===== src/rtl/riscv_regfile_sb_if.sv =====
// Decode/WB-side bus of the scoreboarded register file: read ports, write port, reserve, flush, error.
interface riscv_regfile_sb_if #(
    parameter int unsigned ADDR_WIDTH   = 5,
    parameter int unsigned DATA_WIDTH   = 32,
    parameter int unsigned NUM_RD_PORTS = 2
);
    logic [NUM_RD_PORTS-1:0][ADDR_WIDTH-1:0] raddr_i;
    logic [NUM_RD_PORTS-1:0][DATA_WIDTH-1:0] rdata_o;
    logic [NUM_RD_PORTS-1:0]                 rbusy_o;
    logic                                    we_i;
    logic [ADDR_WIDTH-1:0]                   waddr_i;
    logic [DATA_WIDTH-1:0]                   wdata_i;
    logic                                    reserve_i;
    logic [ADDR_WIDTH-1:0]                   reserve_addr_i;
    logic                                    flush_i;
    logic                                    err_o;

    modport master (
        output raddr_i, we_i, waddr_i, wdata_i, reserve_i, reserve_addr_i, flush_i,
        input  rdata_o, rbusy_o, err_o
    );

    modport slave (
        input  raddr_i, we_i, waddr_i, wdata_i, reserve_i, reserve_addr_i, flush_i,
        output rdata_o, rbusy_o, err_o
    );
endinterface


===== src/rtl/riscv_regfile_sb.sv =====
// Integer register file with per-register pending scoreboard, combinational read ports
// and optional same-cycle write-to-read bypass. x0 is hardwired to zero.
module riscv_regfile_sb #(
    parameter int unsigned ADDR_WIDTH   = 5,
    parameter int unsigned DATA_WIDTH   = 32,
    parameter int unsigned NUM_RD_PORTS = 2,
    parameter int unsigned BYPASS       = 1
) (
    input  logic               clk,
    input  logic               rst,
    riscv_regfile_sb_if.slave  bus
);
    localparam int unsigned NUM_REGS = 1 << ADDR_WIDTH;
    localparam logic        BYP_EN   = (BYPASS != 0);

    logic [DATA_WIDTH-1:0]                   regs_q [NUM_REGS];
    logic [NUM_REGS-1:0]                     pend_q;
    logic [NUM_REGS-1:0]                     pend_d;
    logic                                    err_q;
    logic                                    err_d;
    logic                                    wr_act;
    logic                                    res_act;
    logic                                    waw;
    logic                                    wr_np;
    logic [NUM_RD_PORTS-1:0][DATA_WIDTH-1:0] rdata_c;
    logic [NUM_RD_PORTS-1:0]                 rbusy_c;

    // Scoreboard next state: clear on write, newer reserve wins, flush overrides all.
    always_comb begin
        wr_act  = bus.we_i && (bus.waddr_i != '0);
        res_act = bus.reserve_i && (bus.reserve_addr_i != '0);
        pend_d  = pend_q;
        if (wr_act) begin
            pend_d[bus.waddr_i] = 1'b0;
        end
        if (res_act) begin
            pend_d[bus.reserve_addr_i] = 1'b1;
        end
        if (bus.flush_i) begin
            pend_d = '0;
        end
        waw   = res_act && pend_q[bus.reserve_addr_i] && !bus.flush_i &&
                !(wr_act && (bus.waddr_i == bus.reserve_addr_i));
        wr_np = wr_act && !pend_q[bus.waddr_i];
        err_d = err_q | waw | wr_np;
    end

    always_ff @(posedge clk) begin
        if (rst) begin
            for (int unsigned i = 0; i < NUM_REGS; i++) begin
                regs_q[i] <= '0;
            end
            pend_q <= '0;
            err_q  <= 1'b0;
        end else begin
            if (wr_act) begin
                regs_q[bus.waddr_i] <= bus.wdata_i;
            end
            pend_q <= pend_d;
            err_q  <= err_d;
        end
    end

    // Read ports: a bypassed result is by definition no longer pending.
    always_comb begin
        rdata_c = '0;
        rbusy_c = '0;
        for (int unsigned p = 0; p < NUM_RD_PORTS; p++) begin
            if (bus.raddr_i[p] != '0) begin
                if (BYP_EN && bus.we_i && (bus.waddr_i == bus.raddr_i[p])) begin
                    rdata_c[p] = bus.wdata_i;
                end else begin
                    rdata_c[p] = regs_q[bus.raddr_i[p]];
                    rbusy_c[p] = pend_q[bus.raddr_i[p]];
                end
            end
        end
    end

    assign bus.rdata_o = rdata_c;
    assign bus.rbusy_o = rbusy_c;
    assign bus.err_o   = err_q;

endmodule


===== src/flat_wrapper.sv =====
// flat-port wrapper written by rule: the top's interface ports become plain ports
module riscv_regfile_sb_flat 
#(
    parameter int unsigned ADDR_WIDTH   = 5,
    parameter int unsigned DATA_WIDTH   = 32,
    parameter int unsigned NUM_RD_PORTS = 2,
    parameter int unsigned BYPASS       = 1
)
  (clk, rst, bus_raddr_i, bus_we_i, bus_waddr_i, bus_wdata_i, bus_reserve_i, bus_reserve_addr_i, bus_flush_i, bus_rdata_o, bus_rbusy_o, bus_err_o);
  riscv_regfile_sb_if #(.ADDR_WIDTH(ADDR_WIDTH), .DATA_WIDTH(DATA_WIDTH), .NUM_RD_PORTS(NUM_RD_PORTS)) bus_i ();
  input  logic clk;
  input  logic rst;
  input wire logic [$bits(bus_i.raddr_i)-1:0] bus_raddr_i;
  input wire logic [$bits(bus_i.we_i)-1:0] bus_we_i;
  input wire logic [$bits(bus_i.waddr_i)-1:0] bus_waddr_i;
  input wire logic [$bits(bus_i.wdata_i)-1:0] bus_wdata_i;
  input wire logic [$bits(bus_i.reserve_i)-1:0] bus_reserve_i;
  input wire logic [$bits(bus_i.reserve_addr_i)-1:0] bus_reserve_addr_i;
  input wire logic [$bits(bus_i.flush_i)-1:0] bus_flush_i;
  output wire logic [$bits(bus_i.rdata_o)-1:0] bus_rdata_o;
  output wire logic [$bits(bus_i.rbusy_o)-1:0] bus_rbusy_o;
  output wire logic [$bits(bus_i.err_o)-1:0] bus_err_o;
  assign bus_i.raddr_i = bus_raddr_i;
  assign bus_i.we_i = bus_we_i;
  assign bus_i.waddr_i = bus_waddr_i;
  assign bus_i.wdata_i = bus_wdata_i;
  assign bus_i.reserve_i = bus_reserve_i;
  assign bus_i.reserve_addr_i = bus_reserve_addr_i;
  assign bus_i.flush_i = bus_flush_i;
  assign bus_rdata_o = bus_i.rdata_o;
  assign bus_rbusy_o = bus_i.rbusy_o;
  assign bus_err_o = bus_i.err_o;
  riscv_regfile_sb #(.ADDR_WIDTH(ADDR_WIDTH), .DATA_WIDTH(DATA_WIDTH), .NUM_RD_PORTS(NUM_RD_PORTS), .BYPASS(BYPASS)) u_core (.clk(clk), .rst(rst), .bus(bus_i));
endmodule

===== config.mk =====
export PLATFORM = sky130hd
export DESIGN_NAME = riscv_regfile_sb_flat
export DESIGN_NICKNAME = d
export VERILOG_FILES = /design/src/rtl/riscv_regfile_sb_if.sv /design/src/rtl/riscv_regfile_sb.sv /design/src/flat_wrapper.sv
export SDC_FILE = /design/constraint.sdc
export NUM_CORES = 2
export LEC_CHECK = 0
export CORE_MARGIN = 2
export CORE_UTILIZATION = 42
export CTS_CLUSTER_DIAMETER = 120
export DETAILED_ROUTE_END_ITERATION = 16
export SLEW_MARGIN = 25
export SYNTH_ARGS = -nofsm -noshare
export SYNTH_HDL_FRONTEND = slang
export SYNTH_SLANG_ARGS = --single-unit

===== constraint.sdc =====
create_clock -name clk -period 6.2 [get_ports clk]
set_input_delay 1.86 -clock clk [delete_from_list [all_inputs] [get_ports clk]]
set_output_delay 1.86 -clock clk [all_outputs]
set_load 0.01 [all_outputs]

# Word level (Yosys, flattened, before mapping)
# Memories as Yosys holds them, arrays and structs flattened.
# Index checks and enable logic that the tools add are counted.
[totals]
ramBits = 1024
output_inout_bits = 67
register_bits = 33
memories = 1
in_bits = 57
elab_cells = 67
[memory_table]
columns = ["memory", "words", "width", "rd", "rd_ports_with_merged_regs", "write_ports", "line_no", "rtl"]
rows = [
  ["u_core.regs_q", 32, 32, 2, 0, 32, "riscv_regfile_sb.sv:16", "logic [DATA_WIDTH-1:0] regs_q [NUM_REGS];"],
]
[classes]
order_cmp = 6
n_reduce_logical = 20
eq_ne = 3
bitwise_logic = 5
muxes = 30
[op_table]
columns = ["cell", "count"]
rows = [
  ["$mux 32", 7],
  ["$and 32x32->32", 1],
  ["$not 32->32", 1],
  ["$or 32x32->32", 1],
  ["$reduce_or 32->1", 1],
  ["$lt 5x6->1 const B", 4],
  ["$bmux 1 s5", 4],
  ["$reduce_bool 5->1", 4],
  ["$mux 1", 16],
  ["$eq 5x5->1", 3],
  ["$logic_and 1x1->1", 11],
  ["$demux 1 s5", 2],
  ["$ge 5x1->1 const B", 2],
  ["$mux 5", 1],
  ["$logic_not 1->1", 3],
  ["$or 1x1->1", 2],
  ["$reduce_or 2->1", 1],
]

# Longest topological paths before layout
[logic_depth]
word_depth = 9
depth_mapped = 10
mapped_depth_nobuf = 5

# Least setup slack after synthesis
# Ideal clock, no wire load.
[synth_path]
path_type = "in2out"
start = "input port bus_raddr_i[6]"
end = "output port bus_rdata_o[34]"
path_buffers = 3
path_slack_ns = 0.835
required_ns = 4.340
stages = 8
arrival_time_ns = 3.505
path_cell_list = "buf_4 -> buf_2 -> clkbuf_1 -> mux4_2 -> mux2_2 -> a21oi_1 -> o21ai_0 -> a22o_1"
[synth_via]
elab_chain_len = 4
elab_cells_between_ends = 6
[synth_rtl]
columns = ["element", "line_no", "rtl"]
rows = [
  ["from (decl)", "flat_wrapper.sv:13", "input wire logic [$bits(bus_i.raddr_i)-1:0] bus_raddr_i;"],
  ["branches (longest 3 deep; another with $mem_v2 32x32)", "-", ""],
  ["$mux 32 (*)", "riscv_regfile_sb.sv:69", "if (bus.raddr_i[p] != '0) begin"],
  ["to (decl)", "flat_wrapper.sv:20", "output wire logic [$bits(bus_i.rdata_o)-1:0] bus_rdata_o;"],
]
# Mark *: on every way between the ends.

# Worst setup path in the final report
[layout_path]
start = "input port bus_raddr_i[0]"
end = "output port bus_rdata_o[23]"
# The elaborated chain is that of the path after synthesis.

==> summary.md <==
| Metric | Value |
|---|---|
| Area growth, synth to finish | `19.0%` |
| Fin crit period | `6.20 ns` |
| Yosys Warn Count | `0` |
| Pin count of the biggest net entering global routing | `45` |
| Worst vdd ir | `0.000231 V` |
| Most used cell, CP | `buf_12` |
| DR WL/cell | `35.2 µm` |
| Vias | `40152` |
| IO buf count | `123` |
| WP data arrival | `4.34 ns` |
| Share of cells above drive strength 1 | `29.2%` |
| Hold Crit Depth | `2` |
| Reg2reg end | `u_core.bus.err_o` |
| Setup CP Type | `in2out` |
| Routability cong. | `0.939` |
| Synth cell types | `70` |
| CTS tree | `built` |
| Measured slew at the worst slew-check pin | `between 1 and 1.5 ns` |
| Max Cap Viol | `0` |
| Clk Tree Root Cell | `clkbuf_16` |
| Ratio of final minimum period to clock period | `~100%` |
| Top cell type's share of synthesized area | `approximately 53%` |
| Critical-path cell list | `buf_12, buf_12, buf_6, mux4_2, mux2i_1, buf_4, a2111oi_0, a221o_1, clkdlybuf4s50_1` |
| Row count | `136` |
| Fill cells | `~12000` |
| Nets | `4391` |
| Final hold vios | `0` |
| Hold path start | `u_core.pend_q[8]` |
| Inserted Clock Buffers | `114` |
| Post-Layout Cell Count | `6227` |
| Synth Cell Area | `57800 µm²` |
| I/O pin total | `124` |
| Crit-path max FO | `14` |
| Fin util | `50.2%` |
| Hold_buf cts | `0` |
| Worst path buffer plus inverter count | `5` |
| EDFF count, synth | `~1000` |
| Drt via density | `6.45` |
| Placed Instances | `5986` |
| First-pass GRT wire length | `305000 µm` |
| Async set-or-reset flop fraction in the synthesized netlist | `0%` |
| Area contributors post-synth | `edfxtp_1 (53%), mux4_2 (19%), and2_1 (11%)` |
| Normalized max-slew margin | `25.2%` |
| Clock Latency Late Sink | `0.74 ns` |
| CP max stage delay | `around 0.51 ns` |
| Worst reg-to-reg path cell count | `5` |
| Hold Crit Class | `reg2reg` |
| Initial antenna violation count | `16` |
| Seq/Total Area, Yosys | `54.3%` |
| Clk pin slew, worst setup/hold paths | `0.06 ns` |
| Die area | `141000 µm²` |
| Final wirelength | `around 220000 µm` |
| Die height | `375 µm` |
| Most frequent cells after synthesis | `edfxtp_1 (1024), and2_1 (996), mux4_2 (478), clkbuf_1 (268), mux2i_1 (214)` |
| Leakage | `0.0245 µW` |
| Pins Over Slew Limit | `0` |
| # H-tree levels | `3` |
| TritonCTS sink count | `1057` |
| FF-to-FF setup slack | `4.48 ns` |
| CP Capture Type | `primary output` |
| Antenna-violating nets left | `0` |
| Starting Density | `a little over two fifths` |
| Hold Slack | `0.545 ns` |
| Drc violations | `0` |
| RSZ-0062 raised after global routing | `yes` |
| Pwr Total | `18200 µW` |
| Hpwl dp | `141000 µm` |
| Most frequent cell after synthesis | `edfxtp_1` |
| CP required | `about 4.3 ns` |
| Status | `completed` |
| Yosys top cell by area | `edfxtp_1` |
| Main flop type after synthesis | `edfxtp_1` |
| Initial DRC count | `6023` |
| Pre-Repair DR Iteration Count | `6` |
| Crit start category | `primary input` |
| Core area | `137000 µm²` |
| DIE WIDTH | `375 µm` |
| WHS Endpoint | `u_core.pend_q[8]` |
| Register bit total from synthesis | `1057` |
| Top delay family on crit path | `buffers and inverters` |
| Worst Clk Skew | `0.00785 ns` |
| Reg-to-Reg Start | `u_core.pend_q[23]` |
| GR Overflow Total | `0` |
| GRT Util Overall | `30.8%` |
| Via count of the first global-routing pass | `slightly below 40000` |
| PD cells | `265 nW/µm²` |
| FMAX | `161 MHz` |
| Post-synthesis cell count | `3991` |
| Slowest stage cell, crit path | `mux4_2` |
| Maximum buffer depth of the clock tree | `3` |
| Synth Area per Inst | `14.5 µm²` |
| # setup viols final | `0` |
==> final cells by class <==
type | instances | area, µm² | area share, %
repair buffers | 619 | 6320 | 9.19
multi-input cells | 2536 | 25000 | 36.4
clock buffers | 146 | 3050 | 4.43
inverters | 6 | 22.5 | 0.0327
diodes | 6 | 15.0 | 0.0218
clock inverters | 63 | 743 | 1.08
flip-flops and latches | 1057 | 31400 | 45.6
well taps | 1794 | 2240 | 3.26
==> registers in the layout, summed over array words and instances (netlist names) <==
| register | flops |
|---|---|
| u_core.bus.err_o | 1 |
| u_core.regs_q | 1024 |
| u_core.pend_q | 32 |
==> worst register-to-register path: stages, from the launching register on <==
cell,delay [ns]
dfxtp_1,0.36
mux4_2,0.47
mux2i_1,0.17
nor3b_1,0.08
nor4_1,0.41
a31o_2,0.17
==> layout by cell type, fill, tap and decap left out, types with 58 or more instances in the layout <==
cell             instances
mux4_2                 478
o22ai_1                 79
and2_1                 996
buf_12                  90
clkdlybuf4s50_1         79
edfxtp_1              1024
a22oi_1                 58
mux2i_1                204
clkbuf_16              120
nor2_1                  67
buf_4                  392
nand2_1                 64
==> layer usage <==
metal	global-route usage (%)	vias up	share of wire (%)	wire, µm
met5	0	-	0.0046	10
li1	-	16084	-	-
met3	8.69	591	12	26000
met4	14.8	2	5.7	12500
met1	40.4	20702	37	82100
met2	47.5	2773	45	98700
==> cells by family after synthesis <==
| kind of cell | share of synthesized area, % |
|---|---|
| buffers and inverters | 3.63 |
| other | 0.00648 |
| AO/OA/AOI/OAI | 5.46 |
| XOR/XNOR | 0.227 |
| multiplexers | 22.7 |
| flip-flops | 54.3 |
| AND/OR/NAND/NOR | 13.6 |
==> how the worst max path moves through the flow <==
stage	from	end	slack [ns]	cells past startpoint
2_1_floorplan	bus_raddr_i[6]	bus_rdata_o[34]	0.84	8
3_3_place_gp	bus_raddr_i[4]	bus_rdata_o[29]	-0.46	10
3_5_place_dp	bus_waddr_i[4]	bus_rdata_o[29]	-0.42	10
4_1_cts	bus_raddr_i[0]	bus_rdata_o[18]	0.0002	9
5_1_grt	bus_raddr_i[0]	bus_rdata_o[1]	-0.05	10
6_report	bus_raddr_i[0]	bus_rdata_o[23]	0.004	9
==> power breakdown <==
group          internal, µW  switching (µW)  leakage, µW
Combinational          1220            1510       0.0127
Clock                  4120            2970      0.00185
Sequential             8230             202       0.0100
Total                 13600            4670       0.0245
==> repair_timing <==
| action | CTS | global route |
|---|---|---|
| pin swaps | 2 | 8 |
| setup endpoints to repair | 48 | 58 |
| resized for setup | 44 | 69 |
| cloned | 0 | 3 |
| setup buffers | 3 | 20 |
==> metrics by stage <==
stage          TNS [ns]  worst slack, ns  cell area, µm²
4_1_cts               0         0.000242           68300
2_1_floorplan         0            0.835           57900
5_1_grt          -0.155          -0.0459           68800
3_3_place_gp     -10.10           -0.461           64300
6_report              0          0.00360           68800
3_5_place_dp      -9.09           -0.416           64400
Power figures use the tool's default switching activity.
